===== src/rtl/ram_fetch_pkg.sv =====
// Shared defaults for the program-RAM fetch path (address/data widths, buffer depth, reset PC).
// Kept in one place so the RAM, fetcher and decoder agree.
package ram_fetch_pkg;
  localparam int ADDR_BITS_DEF  = 13;
  localparam int WIDTH_DEF      = 8;
  localparam int FIFO_DEPTH_DEF = 2;
  localparam int RESET_PC_DEF   = 0;
endpackage


===== src/rtl/ram_fetch_fifo.sv =====
// Small synchronous FIFO buffering fetched {byte, address} entries.
// Flush beats push; pop alongside flush is legal (flush wins on state).
module ram_fetch_fifo
  import ram_fetch_pkg::*;
#(
  parameter int DEPTH = FIFO_DEPTH_DEF,
  parameter int DW    = WIDTH_DEF + ADDR_BITS_DEF
) (
  input  logic                     clk,
  input  logic                     rst,
  input  logic                     flush,
  input  logic                     push,
  input  logic [DW-1:0]            din,
  input  logic                     pop,
  output logic [DW-1:0]            dout,
  output logic [$clog2(DEPTH):0]   count,
  output logic                     empty,
  output logic                     full
);
  localparam int PW = $clog2(DEPTH);
  localparam int CW = PW + 1;

  logic [DW-1:0] mem [DEPTH];
  logic [PW-1:0] rd_ptr;
  logic [PW-1:0] wr_ptr;
  logic [DW-1:0] last_q;
  logic          do_push;
  logic          do_pop;

  assign empty   = (count == '0);
  assign full    = (count == CW'(DEPTH));
  assign do_push = push & ~flush;
  assign do_pop  = pop & ~empty;
  // When empty, keep showing the most recent head rather than a stale slot.
  assign dout    = empty ? last_q : mem[rd_ptr];

  always_ff @(posedge clk or posedge rst) begin
    if (rst) begin
      rd_ptr <= '0;
      wr_ptr <= '0;
      count  <= '0;
      last_q <= '0;
      for (int i = 0; i < DEPTH; i++) mem[i] <= '0;
    end else begin
      if (!empty) last_q <= mem[rd_ptr];
      if (flush) begin
        rd_ptr <= '0;
        wr_ptr <= '0;
        count  <= '0;
      end else begin
        if (do_push) begin
          mem[wr_ptr] <= din;
          wr_ptr      <= wr_ptr + PW'(1);
        end
        if (do_pop) rd_ptr <= rd_ptr + PW'(1);
        count <= count + CW'(do_push) - CW'(do_pop);
      end
    end
  end
endmodule


===== src/rtl/ram_fetch.sv =====
// Sequential byte fetcher in front of the single-port program RAM: drives the address,
// absorbs the 1-cycle read latency and emits a valid/ready {byte, pc} stream with redirect.
module ram_fetch
  import ram_fetch_pkg::*;
#(
  parameter int ADDR_BITS  = ADDR_BITS_DEF,
  parameter int WIDTH      = WIDTH_DEF,
  parameter int FIFO_DEPTH = FIFO_DEPTH_DEF,
  parameter int RESET_PC   = RESET_PC_DEF
) (
  input  logic                 clk,
  input  logic                 rst,
  input  logic                 en,
  input  logic                 jump_valid,
  input  logic [ADDR_BITS-1:0] jump_addr,
  output logic [ADDR_BITS-1:0] ram_addr,
  output logic                 ram_we,
  input  logic [WIDTH-1:0]     ram_do,
  output logic                 out_valid,
  input  logic                 out_ready,
  output logic [WIDTH-1:0]     out_data,
  output logic [ADDR_BITS-1:0] out_pc
);
  localparam int CW = $clog2(FIFO_DEPTH) + 1;

  // Handshake: a byte transfers on a rising edge where out_valid & out_ready are both high;
  // out_valid never depends on out_ready and head data stays put until that transfer.
  logic [ADDR_BITS-1:0] pc;
  logic [ADDR_BITS-1:0] inflight_pc;
  logic                 inflight;
  logic [CW-1:0]        count;
  logic [CW:0]          used;
  logic                 empty;
  logic                 full;
  logic                 pop;
  logic                 push;
  logic                 issue;

  assign ram_addr  = pc;
  assign ram_we    = 1'b0;
  assign out_valid = ~empty;
  assign pop       = out_valid & out_ready;
  assign push      = inflight & ~jump_valid;

  // Credits: buffered + in-flight entries after this cycle's pop must leave a free slot.
  assign used  = {1'b0, count} + (CW+1)'(inflight) - (CW+1)'(pop);
  assign issue = en & ~jump_valid & (used < (CW+1)'(FIFO_DEPTH));

  always_ff @(posedge clk or posedge rst) begin
    if (rst) begin
      pc          <= ADDR_BITS'(RESET_PC);
      inflight    <= 1'b0;
      inflight_pc <= '0;
    end else begin
      if (jump_valid)  pc <= jump_addr;
      else if (issue)  pc <= pc + ADDR_BITS'(1);
      inflight    <= issue & ~jump_valid;
      inflight_pc <= pc;
    end
  end

  ram_fetch_fifo #(
    .DEPTH (FIFO_DEPTH),
    .DW    (WIDTH + ADDR_BITS)
  ) u_fifo (
    .clk   (clk),
    .rst   (rst),
    .flush (jump_valid),
    .push  (push),
    .din   ({ram_do, inflight_pc}),
    .pop   (pop),
    .dout  ({out_data, out_pc}),
    .count (count),
    .empty (empty),
    .full  (full)
  );

  a_no_overflow: assert property (@(posedge clk) disable iff (rst) push |-> !full);
endmodule


===== config.mk =====
export PLATFORM = sky130hd
export DESIGN_NAME = ram_fetch
export DESIGN_NICKNAME = d
export VERILOG_FILES = /design/src/rtl/ram_fetch_pkg.sv /design/src/rtl/ram_fetch_fifo.sv /design/src/rtl/ram_fetch.sv
export SDC_FILE = /design/constraint.sdc
export NUM_CORES = 1
export LEC_CHECK = 0
export ABC_AREA = 1
export BUFFER_PORTS_ARGS = -buffer_cell sky130_fd_sc_hd__buf_2
export CAP_MARGIN = 20
export CORE_MARGIN = 2
export CORE_UTILIZATION = 45
export DETAILED_ROUTE_END_ITERATION = 16
export GPL_TIMING_DRIVEN = 0
export PLACE_DENSITY_LB_ADDON = 0.15
export SLEW_MARGIN = 40
export SYNTH_ARGS = -nofsm -noshare
export SYNTH_HDL_FRONTEND = slang
export SYNTH_SLANG_ARGS = --single-unit

===== constraint.sdc =====
create_clock -name clk -period 3 [get_ports clk]
set_input_delay 0.6 -clock clk [delete_from_list [all_inputs] [get_ports clk]]
set_output_delay 0.6 -clock clk [all_outputs]
set_load 0.02 [all_outputs]

==> metrics.txt <==
status=complete, no violations; drt wl/cell=13.7 um; leak pwr=2.55 nW; most common cell after layout, fill and taps aside=nand2_1; WHS=0.277 ns; clock sinks=94; Syn Area/Cell=between 9 and 10 um^2; Max-Cap Viols=0; reg2reg setup slack=approximately 0.55 ns; I/O Buffers=59; fin crit period=2.52 ns; fill cell count=908; post_cts resized=0; sequential cell area=2350 um^2; Final HPWL DP=6500 um; Num CTS Buffers=9; most frequent cells in the layout=nand2_1 (113), dfrtp_1 (94), buf_2 (66); clock-pin slew on the worst setup and hold paths=0.09 ns; Final Instance Area=5060 um^2; WP depth=5; crit path cell chain=inv_1, clkbuf_1, nand2_1, a21oi_1, buf_2; Pwr Density=approximately 1200 nW/um^2; Cells after Synth=460; Seq/Total Area, Yosys=54.5%; die footprint=10400 um^2; routed wire length=9150 um; Required @ worst endpoint=~2.4 ns; critical path endpoint=out_pc[8]; via count=3200; Slew HR=64.8%; CTS tree=done; slew at the pin closest to its max-slew limit=~0.53 ns; initial antenna violation count=0; Final Net Count=between 500 and 600; GRT Overall Usage=19.3%; worst vdd ir=approximately 0.00040 V; Placed Area=approximately 4900 um^2; Critical Path Source Type=flop; multi-input logic area=1600 um^2; Arrival @ worst endpoint=between 1.5 and 2 ns; area delta synth->final=17.3%; Clock Skew=0.0121 ns; CP peak stage delay=0.45 ns; Synth area leader=dfrtp_1; vias per cell=4.79; clk root buf=clkbuf_8; delay-heaviest family, CP=buffers and inverters; FF-to-FF Start=u_fifo.count[1]; Int Power=3.16 mW; Syn Nets=491; unique cell type count in the Yosys netlist=30; CP startpoint=u_fifo.rd_ptr; aggregate global routing overflow=0; # setup viols final=0; vias in the first global route=3195; row count=35; ranking of synthesized cells by area=dfrtp_1 (54%), nand2_1 (9.8%), o21ai_2 (7.9%); CTS Buffer Depth=2; critical path class=reg2out; share of layout cells above drive strength 1=29.5%; YS warnings=0; initial core utilization=46.5%; CP Capture Type=primary output; post-route ant nets=0; R2R Path End=ram_addr[9]; first-pass GRT wire length=15400 um; sequential share of power=37.3%; flops & latches, synth=94; initial DRC count=87; largest net degree at the start of global routing=23; post-CTS setup buffers=0; Sw Share=45.9%; Max Clk Rate=0.396 GHz; Mapped Area=4320 um^2; Worst Path Buf+Inv=3; fin. max-slew vios=0; die height=around 100 um; Final Util=roughly 55%; routability congestion estimate=0.786; sw power=2.68 mW; top-area cell type share of the netlist area=54.5%; Power, Total=roughly 5.8 mW; Worst Path Max Fanout=10; clock power share=12.9%; Comb power frac=49.8%; final worst slack=about 0.48 ns; Skew-Pair Late Insertion Delay=between 0.3 and 0.4 ns; period utilisation layout=84.1%; FF-to-FF path depth=14; ANT cells=0; worst hold path class=in2async; Die W=102 um; DRT Pass-1 Iters=4; DP Cell Count=between 600 and 700; H-tree depth=3; DR DRC count=0; Fin. Hold Viols=0; Place WS=~0.46 ns; Top Ports=62; CP max-delay cell=dfrtp_1; RSZ-0062 raised after global routing=false; core area=9280 um^2; Layout Cells excl Fill=668; setup TNS after final layout=0 ns; hold_buf cts=0
-- metal layers --
layer	global-route usage, %	vias to the layer above	wire length (um)
met5	0	-	0
met4	5.23	0	94
met3	4.45	8	416
met2	32.2	71	4460
met1	25.5	1504	4180
li1	-	1617	-
-- final cells by class --
type | instances | share of cell area, %
plain buffers | 22 | 3.51
well taps | 129 | 3.19
inverters | 48 | 3.68
multi-input cells | 296 | 31.7
repair buffers | 63 | 8.01
clock inverters | 4 | 0.618
clock buffers | 12 | 2.87
flip-flops and latches | 94 | 46.5
-- registers in the layout, summed over array words and instances, names as in the netlist --
| name | cells |
|---|---|
| u_fifo.last_q | 21 |
| u_fifo.rd_ptr | 1 |
| u_fifo.mem | 42 |
| inflight | 1 |
| u_fifo.count | 2 |
| ram_addr | 13 |
| u_fifo.wr_ptr | 1 |
| inflight_pc | 13 |
-- logic make-up (layout without fill, tap and decap cells) --
| family | after synthesis | count (layout) | synth area share (%) |
|---|---|---|---|
| adder cells (fa/ha/maj) | 5 | 5 | 1.62 |
| XOR/XNOR | 2 | 2 | 0.406 |
| AO/OA/AOI/OAI | 93 | 93 | 14.5 |
| other | 1 | 1 | 0.0869 |
| AND/OR/NAND/NOR | 194 | 194 | 20.3 |
| flip-flops | 94 | 94 | 54.5 |
| buffers and inverters | 70 | 149 | 8.35 |
| multiplexers | 1 | 1 | 0.232 |
-- cell usage after synthesis --
master / n
ha_1: 4
inv_1: 44
nand3b_1: 1
nor2_8: 1
dfrtp_1: 94
nand2_4: 3
mux2i_1: 1
inv_4: 1
xnor2_1: 2
fa_1: 1
buf_4: 2
nor2_4: 4
a21oi_2: 2
buf_6: 9
nor2_1: 28
nor2_2: 5
o21ai_1: 6
buf_2: 7
nand3_1: 32
conb_1: 1
nand2_1: 113
buf_8: 1
nand2_2: 2
o21ai_2: 39
nand4_1: 3
inv_2: 3
clkbuf_1: 3
o21bai_1: 2
a21oi_1: 44
nand3_2: 2
-- power groups by stage --
stage / Clock, mW / Sequential, mW / Combinational (mW)
CTS: 0.778 / 2.18 / 2.94
finish: 0.755 / 2.18 / 2.90
floorplan: 0 / 2.20 / 2.05
global route: 0.837 / 2.25 / 3.25
detailed placement: 0 / 2.20 / 2.93
global placement: 0 / 2.18 / 2.85
-- how the worst min path moves through the flow --
stage	start	end	slack, ns	depth (start not counted)
2_1_floorplan	u_fifo.mem[10]	u_fifo.mem[10]	0.46	2
4_1_cts	rst	u_fifo.last_q[6]	0.28	2
3_3_place_gp	u_fifo.mem[16]	u_fifo.mem[16]	0.46	2
5_1_grt	rst	u_fifo.last_q[6]	0.30	2
3_5_place_dp	ram_addr[12]	inflight_pc[12]	0.46	0
6_report	rst	u_fifo.mem[37]	0.28	2
(Power assumes the default switching activity.)
